$ cat config.mk
export PLATFORM = sky130hd
export DESIGN_NAME = block_aligner
export DESIGN_NICKNAME = d
export VERILOG_FILES = /design/src/rtl/block_aligner.sv
export SDC_FILE = /design/constraint.sdc
export NUM_CORES = 1
export LEC_CHECK = 0
export BUFFER_PORTS_ARGS = -buffer_cell sky130_fd_sc_hd__buf_4
export CORE_ASPECT_RATIO = 0.7
export CORE_UTILIZATION = 57
export CTS_CLUSTER_DIAMETER = 50
export DETAILED_ROUTE_END_ITERATION = 8
export PLACE_DENSITY_LB_ADDON = 0.05
export SLEW_MARGIN = 10
export SYNTH_ARGS = -nofsm -noshare
export SYNTH_HDL_FRONTEND = slang
export SYNTH_SLANG_ARGS = --single-unit
$ cat constraint.sdc
create_clock -name clk_390p625M -period 4.7 [get_ports clk_390p625M]
set_clock_uncertainty 0.05 [all_clocks]
set_input_delay 0.705 -clock clk_390p625M [delete_from_list [all_inputs] [get_ports clk_390p625M]]
set_output_delay 0.705 -clock clk_390p625M [all_outputs]
set_load 0.05 [all_outputs]
$ cat src/rtl/block_aligner.sv
// Rx block synchronizer: hunts for the 2-bit sync-header boundary in the raw
// deserializer words by bit-slipping, declares block lock, and delivers the
// aligned header and 62-bit scrambled payload to the descrambler.
// Bit 0 of every vector is the first bit received.
// The slip arithmetic assumes WORD_WIDTH is a power of two.
// DATA_WIDTH must equal WORD_WIDTH-2.
module block_aligner #(
  parameter int WORD_WIDTH = 64,
  parameter int DATA_WIDTH = 62,
  parameter int LOCK_CNT   = 64,
  parameter int BER_WIN    = 64,
  parameter int BER_MAX    = 16
) (
  input  logic                          clk_390p625M,
  input  logic                          rst,
  input  logic [0:WORD_WIDTH-1]         raw_data_in,
  output logic [0:DATA_WIDTH-1]         scrambled_data_out,
  output logic [1:0]                    sync_hdr_out,
  output logic                          data_valid_out,
  output logic                          block_lock,
  output logic [$clog2(WORD_WIDTH)-1:0] slip_offset
);

  localparam int OFF_W = $clog2(WORD_WIDTH);
  localparam int SH_W  = $clog2(LOCK_CNT) + 1;
  localparam int WIN_W = $clog2(BER_WIN) + 1;
  localparam int BAD_W = $clog2(BER_MAX) + 1;

  localparam logic [SH_W-1:0]  SH_LAST = SH_W'(LOCK_CNT - 1);
  localparam logic [WIN_W-1:0] WIN_END = WIN_W'(BER_WIN);
  localparam logic [BAD_W-1:0] BAD_END = BAD_W'(BER_MAX);

  typedef enum logic [1:0] {
    ST_HUNT      = 2'd0,
    ST_SLIP_WAIT = 2'd1,
    ST_LOCKED    = 2'd2
  } state_t;

  // Two-word history; the block window may straddle both words.
  logic [0:WORD_WIDTH-1]   cur_q;
  logic [0:WORD_WIDTH-1]   prev_q;
  logic [0:2*WORD_WIDTH-1] cat;
  logic [0:WORD_WIDTH-1]   win;
  logic [OFF_W:0]          win_base;
  logic                    hdr_ok;

  state_t                  state_q;
  logic [OFF_W-1:0]        off_q;
  logic [SH_W-1:0]         sh_cnt_q;
  logic [WIN_W-1:0]        win_cnt_q;
  logic [WIN_W-1:0]        win_cnt_d;
  logic [BAD_W-1:0]        bad_cnt_q;
  logic [BAD_W-1:0]        bad_cnt_d;
  // Counts pipeline fill after reset; headers are judged only once prev/cur
  // both hold words received after reset, so reset zeros are never hunted on.
  logic [1:0]              fill_q;
  logic [0:DATA_WIDTH-1]   pay_q;
  logic [1:0]              hdr_q;
  logic                    lock_q;

  assign cat      = {prev_q, cur_q};
  assign win_base = {1'b0, off_q};
  assign win      = cat[win_base +: WORD_WIDTH];
  // Valid headers are 01 (data) and 10 (control): the two bits differ.
  assign hdr_ok   = win[0] ^ win[1];

  // Next values of the BER window counters for the header being judged.
  always_comb begin
    win_cnt_d = win_cnt_q + WIN_W'(1);
    bad_cnt_d = bad_cnt_q + {{(BAD_W-1){1'b0}}, ~hdr_ok};
  end

  // Datapath pipeline, registered outputs and lock FSM (one header per cycle).
  always_ff @(posedge clk_390p625M) begin
    if (rst) begin
      cur_q     <= '0;
      prev_q    <= '0;
      pay_q     <= '0;
      hdr_q     <= '0;
      fill_q    <= '0;
      state_q   <= ST_HUNT;
      off_q     <= '0;
      sh_cnt_q  <= '0;
      win_cnt_q <= '0;
      bad_cnt_q <= '0;
      lock_q    <= 1'b0;
    end else begin
      cur_q  <= raw_data_in;
      prev_q <= cur_q;
      pay_q  <= win[2:WORD_WIDTH-1];
      hdr_q  <= win[0:1];
      if (fill_q != 2'd2) begin
        fill_q <= fill_q + 2'd1;
      end
      case (state_q)
        ST_HUNT: begin
          if (fill_q == 2'd2) begin
            if (hdr_ok) begin
              if (sh_cnt_q == SH_LAST) begin
                state_q   <= ST_LOCKED;
                lock_q    <= 1'b1;
                sh_cnt_q  <= '0;
                win_cnt_q <= '0;
                bad_cnt_q <= '0;
              end else begin
                sh_cnt_q <= sh_cnt_q + SH_W'(1);
              end
            end else begin
              sh_cnt_q <= '0;
              off_q    <= off_q + OFF_W'(1);
              state_q  <= ST_SLIP_WAIT;
            end
          end
        end
        // The window has just moved; skip one header before judging again.
        ST_SLIP_WAIT: begin
          state_q <= ST_HUNT;
        end
        ST_LOCKED: begin
          // Loss of lock takes priority over the window rollover.
          if (bad_cnt_d == BAD_END) begin
            lock_q    <= 1'b0;
            off_q     <= off_q + OFF_W'(1);
            sh_cnt_q  <= '0;
            win_cnt_q <= '0;
            bad_cnt_q <= '0;
            state_q   <= ST_SLIP_WAIT;
          end else if (win_cnt_d == WIN_END) begin
            win_cnt_q <= '0;
            bad_cnt_q <= '0;
          end else begin
            win_cnt_q <= win_cnt_d;
            bad_cnt_q <= bad_cnt_d;
          end
        end
        default: begin
          state_q <= ST_HUNT;
        end
      endcase
    end
  end

  assign scrambled_data_out = pay_q;
  assign sync_hdr_out       = hdr_q;
  assign block_lock         = lock_q;
  assign data_valid_out     = lock_q & (state_q != ST_SLIP_WAIT);
  assign slip_offset        = off_q;

endmodule

# Word level (Yosys, flattened, before mapping)
# Index checks and enable logic that the tools add are counted.
# op_classes
addsub	5
eq_ne	13
shifts	1
muxes	31
bitwise_logic	4
reduce_logical	7
# op_table
operator	count
indexed part select 128 x 8 -> 129 bit	1
2-to-1 mux 7 bit	9
one-hot mux 7 bit (2 select lines)	2
2-to-1 mux 5 bit	5
2-to-1 mux 6 bit	3
adder 7 x 1 -> 7 bit (second input constant)	2
!= test 2 bit (second input constant)	6
one-hot mux 6 bit (2 select lines)	1
one-hot mux 5 bit (2 select lines)	1
2-to-1 mux 2 bit	4
inverter 6 -> 8 bit	1
AND reduction 4 bit	2
== test 7 x 6 -> 1 bit (second input constant)	1
== test 7 bit (second input constant)	1
adder 6 x 1 -> 6 bit (second input constant)	1
AND reduction 3 bit	2
adder 5 x 1 -> 5 bit	1
== test 5 bit (second input constant)	1
AND reduction 5 bit	1
== test 2 bit (second input constant)	2
2-to-1 mux 1 bit	4
one-hot mux 2 bit (2 select lines)	1
!= test 3 bit (second input constant)	1
adder 2 x 1 -> 2 bit (second input constant)	1
other kinds (7)	7
# totals
ff_bits	222
input_bits	66
out_inout_bits	72
wordCells	72

# Depth between registers and ports, before layout
# Gate-level depths: netlist (run 1).
# depth
word_depth	8
ltp_mapped	19
mapped_depth_nobuf	16

# Worst setup path before layout (run 1)
# No wires, ideal clock.
# synth_timing
path_type	register to register
from	register off_q[1] (netlist: slip_offset[1])
to	register sh_cnt_q[0]
setup_time_ns	0.071
t_arrival_ns	4.611
required_ns	4.579
path_slack_ns	-0.031
path_stages_with_launch	18
n_path_buf	2
synth_period_minus_slack_ns	4.731
path_cell_list	dfxtp_1 buf_6 buf_8 mux4_1 mux4_2 mux2i_4 nand2_1 o22a_2 nand2_4 ha_1 ha_1 and2_1 a21oi_1 o32ai_1 a311o_1 nand2b_1 or4b_1 a21oi_1
# synth_via
elab_chain_len	8
word_cells_on_any_way	11
cone_classes	add/sub: 1; eq/ne: 2; shift: 1; mux: 3; bitwise: 3; reduce/logical: 1
# synth_rtl
item	line_no	source
from (decl)	48	logic [OFF_W-1:0] off_q;
from (signal assigned)	110	off_q <= off_q + OFF_W'(1);
from (signal assigned)	123	off_q <= off_q + OFF_W'(1);
inverter 6 -> 8 bit (implied by the code) (*)	63	assign win = cat[win_base +: WORD_WIDTH];
indexed part select 128 x 8 -> 129 bit (*)	63	
XOR 1 bit (*)	65	assign hdr_ok = win[0] ^ win[1];
inverter 1 bit	70	bad_cnt_d = bad_cnt_q + {{(BAD_W-1){1'b0}}, ~hdr_ok};
adder 5 x 1 -> 5 bit	70	
== test 5 bit	121	if (bad_cnt_d == BAD_END) begin
!= test 2 bit (no line)	n/a	
AND reduction 3 bit (no line)	n/a	
to (signal assigned)	106	sh_cnt_q <= sh_cnt_q + SH_W'(1);
to (decl)	49	logic [SH_W-1:0] sh_cnt_q;
# Every way passes the cells marked *; elsewhere a longest branch is shown, timed or not. The select of a mux whose other input is x is not followed.
# A chain may end at the register's enable or synchronous reset.

# Worst setup path after layout (run 1)
# layout_timing
from	register off_q[1] (netlist: slip_offset[1])
to	register off_q[2] (netlist: slip_offset[2])
# layout_via
elab_chain_len	8
word_cells_on_any_way	14
cone_classes	add/sub: 2; eq/ne: 3; shift: 1; mux: 4; bitwise: 3; reduce/logical: 1
# layout_rtl
item	line_no
inverter 6 -> 8 bit (implied by the code)	63
indexed part select 128 x 8 -> 129 bit	63
XOR 1 bit	65
inverter 1 bit	70
adder 5 x 1 -> 5 bit	70
== test 5 bit	121
!= test 2 bit (no line)	n/a
AND reduction 4 bit (no line)	n/a
# Parallel ways exist; a longest one is shown, timed or not. The select of a mux whose other input is x is not followed.

==> results.md, run 1 <==
- Worst supply voltage drop on vdd: roughly 0.38 mV
- DR pass1 iterations: 6
- TritonCTS Sinks: 222
- Asr flop ratio synth: 0
- Run status: completed
- Net count of the mapped netlist: about 1500
- Fraction of layout cells with a size suffix above 1: 0.288
- Kind of launch point of the worst setup path: flip-flop
- Die width: 191 um
- Area of the core region: 0.0241 mm2
- Required @ worst endpoint: slightly above 5000 ps
- Uppermost metal layer occupied by signal nets: met4
- Netlist area before placement: 0.0142 mm2
- Initial core utilization: 0.591
- Clock Tree Root: clkbuf_16
- Number of clock buffers inserted by TritonCTS: 23
- Placed wire-length estimate: 35600 um
- Fraction of the yosys area taken by sequential cells: 0.313
- M1 WL: 20000 um
- Average via count per standard cell: 6.39
- Post-route minimum period: 4530 ps
- Total number of nets in the final design: 1597
- Placed standard-cell area: 0.0154 mm2
- Antenna violations before repair: 0
- Highest net fanout along the worst path: 6
- Htree depth: 1
- Worst hold path class: in -> reg
- Count of nets left with antenna violations after detail routing: 0
- Die span in y: 134 um
- Routed wirelength normalized by instance count: 24.8 um
- Number of warnings reported in the yosys synthesis log: 0
- Synthesized flop and latch total: between 200 and 250
- Post-layout total power: 7100 uW
- Clock slew seen by the registers of the worst setup and hold paths: 70 ps
- Fin area: 0.0163 mm2
- Final-layout setup total negative slack: 0 ps
- Remaining DRCs: 0
- Commonest cells post-synth: dfxtp_1 (222), nand2_1 (210), nor2_1 (142)
- Post-synthesis cell type with the largest combined area: dfxtp_1
- Worst Path Arrival: around 5000 ps
- Total GRT Usage: 0.363
- Transition at the pin with the smallest max-transition slack: 961 ps
- Post-layout instance count excluding filler cells: 1858
- Port buffer count: 137
- Depth of the worst register-to-register path: 20
- Final number of hold-violating endpoints: 0
- Crit path kind: reg -> reg
- Count leader, synth: dfxtp_1
- Global-route wire length before repair: about 68000 um
- TritonCTS clock tree: built
- Die area: approximately 0.026 mm2
- Headroom to the max-slew limit: 0.360
- Share of the synthesized area in the top cell type: 0.313
- Ratio of total power to cell area: 437 mW/mm2
- Layout overhead on the synthesized area: 14.4%
- Number of instances in the synthesized netlist: 1443
- Pin count of the biggest net entering global routing: 121
- Number of cells traversed by the worst hold path: 2
- # hold bufs at CTS: 0
- Number of max-capacitance violations reported: 0
- Cells after DPL: 1809
- Max Buffers Root-to-Sink: 3
- Sum of overflow across all layers after global routing: 0
- Insertion delay to the later sink of the worst-skew pair: 540 ps
- Worst Setup End Kind: flip-flop
- Routed length on met2: 19900 um
- Final count of pins violating max slew: 0
- Total number of placement rows: between 40 and 50
- Ant. Diodes: 0
- Number of endpoints failing setup at the final stage: 0
- Most area-consuming cells after synthesis: dfxtp_1 (31%), mux4_2 (22%), mux2i_1 (9.8%)
- Final period utilization: 0.965
- Number of flops mapped to enable cells by yosys: 0
- Synth unique cells: 61
- Detailed-route via count: 11900
- Total I/O pin count: 138
- Overall routed net length: 46100 um
- Predominant post-synthesis flop cell: dfxtp_1
- Routability-driven placement congestion ratio: a little over 1
- Wire length on met3: 5080 um
- Via count of the first global-routing pass: 10900
- Post-Syn Area per Cell: 9.85 um2
- LEAKAGE: 0.00645 uW
- Highest Clock Rate: about 0.22 GHz
- Detailed Route Iter0 Violations: about 1500
- Final-layout worst hold slack: 317 ps
## flip-flops by register name (all words and copies together) (netlist names)
signal / count
sync_hdr_out: 2
prev_q: 64
fill_q: 2
cur_q: 64
block_lock: 1
sh_cnt_q: 7
slip_offset: 6
win_cnt_q: 7
state_q: 2
scrambled_data_out: 62
bad_cnt_q: 5
## final timing paths
check	endpoint	slack [ps]	startpoint
worst min-delay path	cur_q[54]$_SDFF_PP0_	320	raw_data_in[54]
worst max register to register	slip_offset[2]$_SDFFE_PP0P_	170	slip_offset[1]$_SDFFE_PP0P_
worst min register to register	prev_q[63]$_SDFF_PP0_	400	cur_q[63]$_SDFF_PP0_
worst max-delay path	slip_offset[2]$_SDFFE_PP0P_	170	slip_offset[1]$_SDFFE_PP0P_
## placed cells by master (no fill, tap or decap), drive strengths merged, types with 7 or more instances in the layout
cell type,synthesis,routed
dfxtp,222,222
a31oi,7,7
and3,11,11
o21ai,55,55
a21o,9,9
clkbuf,65,30
o211ai,7,7
nand2,211,211
a211oi,18,18
mux4,146,146
nor2b,132,132
a21oi,51,51
inv,17,23
mux2i,140,140
nor2,142,142
nor3,15,15
nand3,18,18
mux2,59,59
buf,57,178
## logic make-up (layout without fill, tap and decap cells)
family,Yosys count,in the layout,share of synthesized area
AO/OA/AOI/OAI,175,175,0.0765
XOR/XNOR,3,3,0.00185
adder cells (fa/ha/maj),6,6,0.00528
buffers and inverters,141,238,0.0431
flip-flops,222,222,0.313
multiplexers,345,345,0.380
AND/OR/NAND/NOR,551,551,0.180
## power breakdown
group	internal [uW]	switching (uW)
Sequential	2020	147
Combinational	1250	1890
Clock	987	803
## repair_timing
action,in CTS,in global routing
setup buffers,0,8
hold endpoints to repair,0,0
setup endpoints to repair,0,12
gates resized for setup,0,15
## routing by layer
metal / vias to the layer above / GRT usage
met3: 73 / 0.104
li1: 5373 / -
met2: 610 / 0.536
met4: 0 / 0.0956
met1: 5820 / 0.522
met5: - / 0
## metrics by stage
step                      worst slack (ps)   util
after floorplan                        133      -
after global placement                 102  0.640
after detailed placement              26.9  0.640
after CTS                             3.79  0.671
after global routing                 -13.0  0.676
final                                  165  0.676
## worst max-delay path, stage by stage (launching register included)
cell      delay [ps]
dfxtp_4          420
buf_12           130
buf_4            100
mux4_2           520
mux4_2           510
mux2i_4          220
nand2_2          100
o22a_2           240
nand2_4          120
ha_1             190
ha_2             210
and2_4           150
a21oi_1           60
o32ai_1          270
buf_4            160
a311o_1          270
nand2b_4         100
a31oi_4          210
buf_4            160
nand3_1           70
a21oi_1          180
## area by class of cell
class | count | area, um2
fill | 1882 | 7800
clock buffer | 29 | 638
tap | 318 | 398
timing repair buffer | 179 | 1430
multi-input combinational | 1080 | 9150
sequential | 222 | 4460
inverter | 19 | 71.3
clock inverter | 11 | 105
Note: power is estimated with default switching activity, not from simulation.
==> inputs of run 2 (changes only) <==
PLACE_DENSITY = 0.77   (was default)
PLACE_DENSITY_LB_ADDON = default   (was 0.05)
clock period = 4.6 ns   (was 4.7 ns; I/O delays follow)
==> results.md, run 2 (synthesis gave the netlist of run 1 again) <==
- Highest Clock Rate: 0.223 GHz (+1.2%)
- Post-layout total power: 7410 uW (+4.3%)
- Remaining DRCs: 0 (unchanged)
- Global-route wire length before repair: 69400 um (+1.7%)
- TritonCTS Sinks: 222 (unchanged)
- Detailed-route via count: 12000 (+1.1%)
- CP max-delay cell: mux4_1
- Routability-driven placement congestion ratio: 1.01 (-0.54%)
- Final-layout setup total negative slack: 0 ps (unchanged)
- Htree depth: 1 (unchanged)
- Run status: completed
- Via count of the first global-routing pass: 10800 (-0.67%)
- Ratio of total power to cell area: 454 mW/mm2 (+3.9%)
- Antenna violations before repair: 0 (unchanged)
- Fraction of layout cells with a size suffix above 1: 0.283 (-0.00500)
- Worst Path Arrival: 4820 ps (-120 ps)
- Routed length on met2: 19100 um (-3.7%)
- Number of cells traversed by the worst hold path: 2 (unchanged)
- Final period utilization: 0.974 (+0.00917)
- Clock slew seen by the registers of the worst setup and hold paths: 60 ps (about the same)
- Beginning of the worst register-to-register path: slip_offset[1]$_SDFFE_PP0P_
- Overall routed net length: 47000 um (+1.9%)
- Final number of hold-violating endpoints: 0 (unchanged)
- Total GRT Usage: 0.369 (+0.00548)
- Highest net fanout along the worst path: 15 (+9)
- Kind of launch point of the worst setup path: flip-flop
- Initial core utilization: 0.591 (unchanged)
- LEAKAGE: 0.00652 uW (+1.0%)
- Uppermost metal layer occupied by signal nets: met4
- Leading cell type in the layout, fill and taps excluded: dfxtp_1
- Area of the core region: 0.0241 mm2 (unchanged)
- Crit-path most repeated cell: ha_1
- Number of endpoints failing setup at the final stage: 0 (unchanged)
- Wire length on met3: 5870 um (+16%)
- Max Buffers Root-to-Sink: 3 (unchanged)
- Worst Setup End Kind: flip-flop
- Total number of nets in the final design: 1600 (+0.19%)
- Transition at the pin with the smallest max-transition slack: 1010 ps (+50.5 ps)
- Crit Reg-Reg Endpoint: slip_offset[1]$_SDFFE_PP0P_
- Final count of pins violating max slew: 0 (unchanged)
- Post-route minimum period: 4480 ps (-54.3 ps)
- DR pass1 iterations: 8 (+2)
- Startpoint of the worst hold path: raw_data_in[48]
- Die width: 191 um (unchanged)
- Final core utilization: 0.679 (+0.00270)
- Dpl ws: 67.7 ps (+40.8 ps)
- Average via count per standard cell: 6.44 (+0.81%)
- Total I/O pin count: 138 (unchanged)
- Layout overhead on the synthesized area: 14.8%
- Number of clock buffers inserted by TritonCTS: 25 (+8.7%)
- Count of nets left with antenna violations after detail routing: 0 (unchanged)
- Clock Tree Root: clkbuf_16
- Largest stage delay on the critical path: 690 ps (+170 ps)
- Insertion delay to the later sink of the worst-skew pair: 560 ps (+20 ps)
- Total number of placement rows: 47 (unchanged)
- Die area: 0.0256 mm2 (unchanged)
- Sequence of cells on the critical path: mux4_1 -> mux4_2 -> mux2i_4 -> nand2_1 -> o22a_2 -> nand2_4 -> ha_1 -> ha_1 -> and2_1 -> a21oi_1 -> o32ai_2 -> a311o_1 -> nand2b_1 -> a31oi_4 -> mux2i_1 -> nor2_1
- Hold path endpoint: cur_q[48]$_SDFF_PP0_
- Worst hold path class: in -> reg
- Pin count of the biggest net entering global routing: 118 (-2.5%)
- Depth of the worst register-to-register path: 16 (-20%)
- Sum of overflow across all layers after global routing: 0 (unchanged)
- Die span in y: 134 um (unchanged)
- Post-layout worst setup margin: 120 ps (-45.7 ps)
- Setup repair after global routing missed its margin: yes
- TritonCTS clock tree: built
- Routed wirelength normalized by instance count: 25.2 um (+1.5%)
- Required @ worst endpoint: 4940 ps (-170 ps)
- M1 WL: 20400 um (+2.5%)
- Port buffer count: 137 (unchanged)
- Number of max-capacitance violations reported: 0 (unchanged)
- Crit path kind: reg -> reg
- Worst supply voltage drop on vdd: 0.427 mV (+13%)
- Detailed Route Iter0 Violations: 1440 (-6.9%)
- Commonest cells after routing, fill and taps aside: dfxtp_1 (216), nand2_1 (210), buf_4 (175), nor2_1 (142), mux2i_1 (139)
- Headroom to the max-slew limit: 0.319 (-0.0408)
- Ant. Diodes: 0 (unchanged)
- Flop-to-flop setup slack: 120 ps (-50 ps)
- Placed wire-length estimate: 36500 um (+2.4%)
## run 2: changes by cell type in the layout (fill, tap and decap cells not counted), sizes merged
cell    before  now
buf        178  179
bufinv       0    1
clkbuf      30   32
clkinv       6    5
inv         23   26
## run 2: critical path, delay by kind of cell (launching register included)
family          cells  cell delay (ps)
simple gates        5              600
compound gates      5             1120
mux                 4             1630
flops               1              520
fa+ha+maj           2              400
## run 2: worst max-delay path by stage
stage                                      startpoint                           to  slack [ps]  cells past startpoint
final                     slip_offset[1]$_SDFFE_PP0P_  slip_offset[1]$_SDFFE_PP0P_         120                     16
after global routing      slip_offset[1]$_SDFFE_PP0P_  slip_offset[1]$_SDFFE_PP0P_           7                     16
after CTS                 slip_offset[1]$_SDFFE_PP0P_  slip_offset[1]$_SDFFE_PP0P_          20                     17
after detailed placement  slip_offset[1]$_SDFFE_PP0P_  slip_offset[1]$_SDFFE_PP0P_          70                     17
after global placement    slip_offset[1]$_SDFFE_PP0P_  slip_offset[1]$_SDFFE_PP0P_         140                     17
after floorplan           slip_offset[3]$_SDFFE_PP0P_     sh_cnt_q[0]$_SDFFE_PP0P_          30                     17
## run 2: area by class of cell
type | instances | area, um2
Inverter | 19 | 71.3
Multi-Input combinational cell | 1080 | 9170
Timing Repair Buffer | 180 | 1410
Fill cell | 1878 | 7730
Clock inverter | 14 | 155
Sequential cell | 222 | 4460
Clock buffer | 31 | 658
Tap cell | 318 | 398
## run 2: timing repair
action / in CTS / in global routing
gates resized for setup: 0 / 2
setup endpoints to repair: 0 / 13
hold buffers: 0 / 0
setup buffers: 0 / 4
## run 2: power by group
part	total, uW	internal (uW)	switching [uW]	leakage (uW)
logic	3220	1280	1940	0.00429
clock network	1980	1110	870	0.000400
registers	2220	2070	149	0.00183
total	7410	4460	2950	0.00652
## run 2: per-stage QoR
step           hold WS [ps]  std cells  area (um2)
2_1_floorplan           364       1443       14200
3_3_place_gp            373       1814       15400
3_5_place_dp            386       1814       15400
4_1_cts                 275       1859       16200
5_1_grt                 281       1864       16300
6_report                288       1864       16300
## run 2: metal layers
layer | vias up | GRT usage
met1 | 5729 | 0.557
met3 | 97 | 0.106
met2 | 806 | 0.503
met5 | - | 0
li1 | 5379 | -
met4 | 0 | 0.115
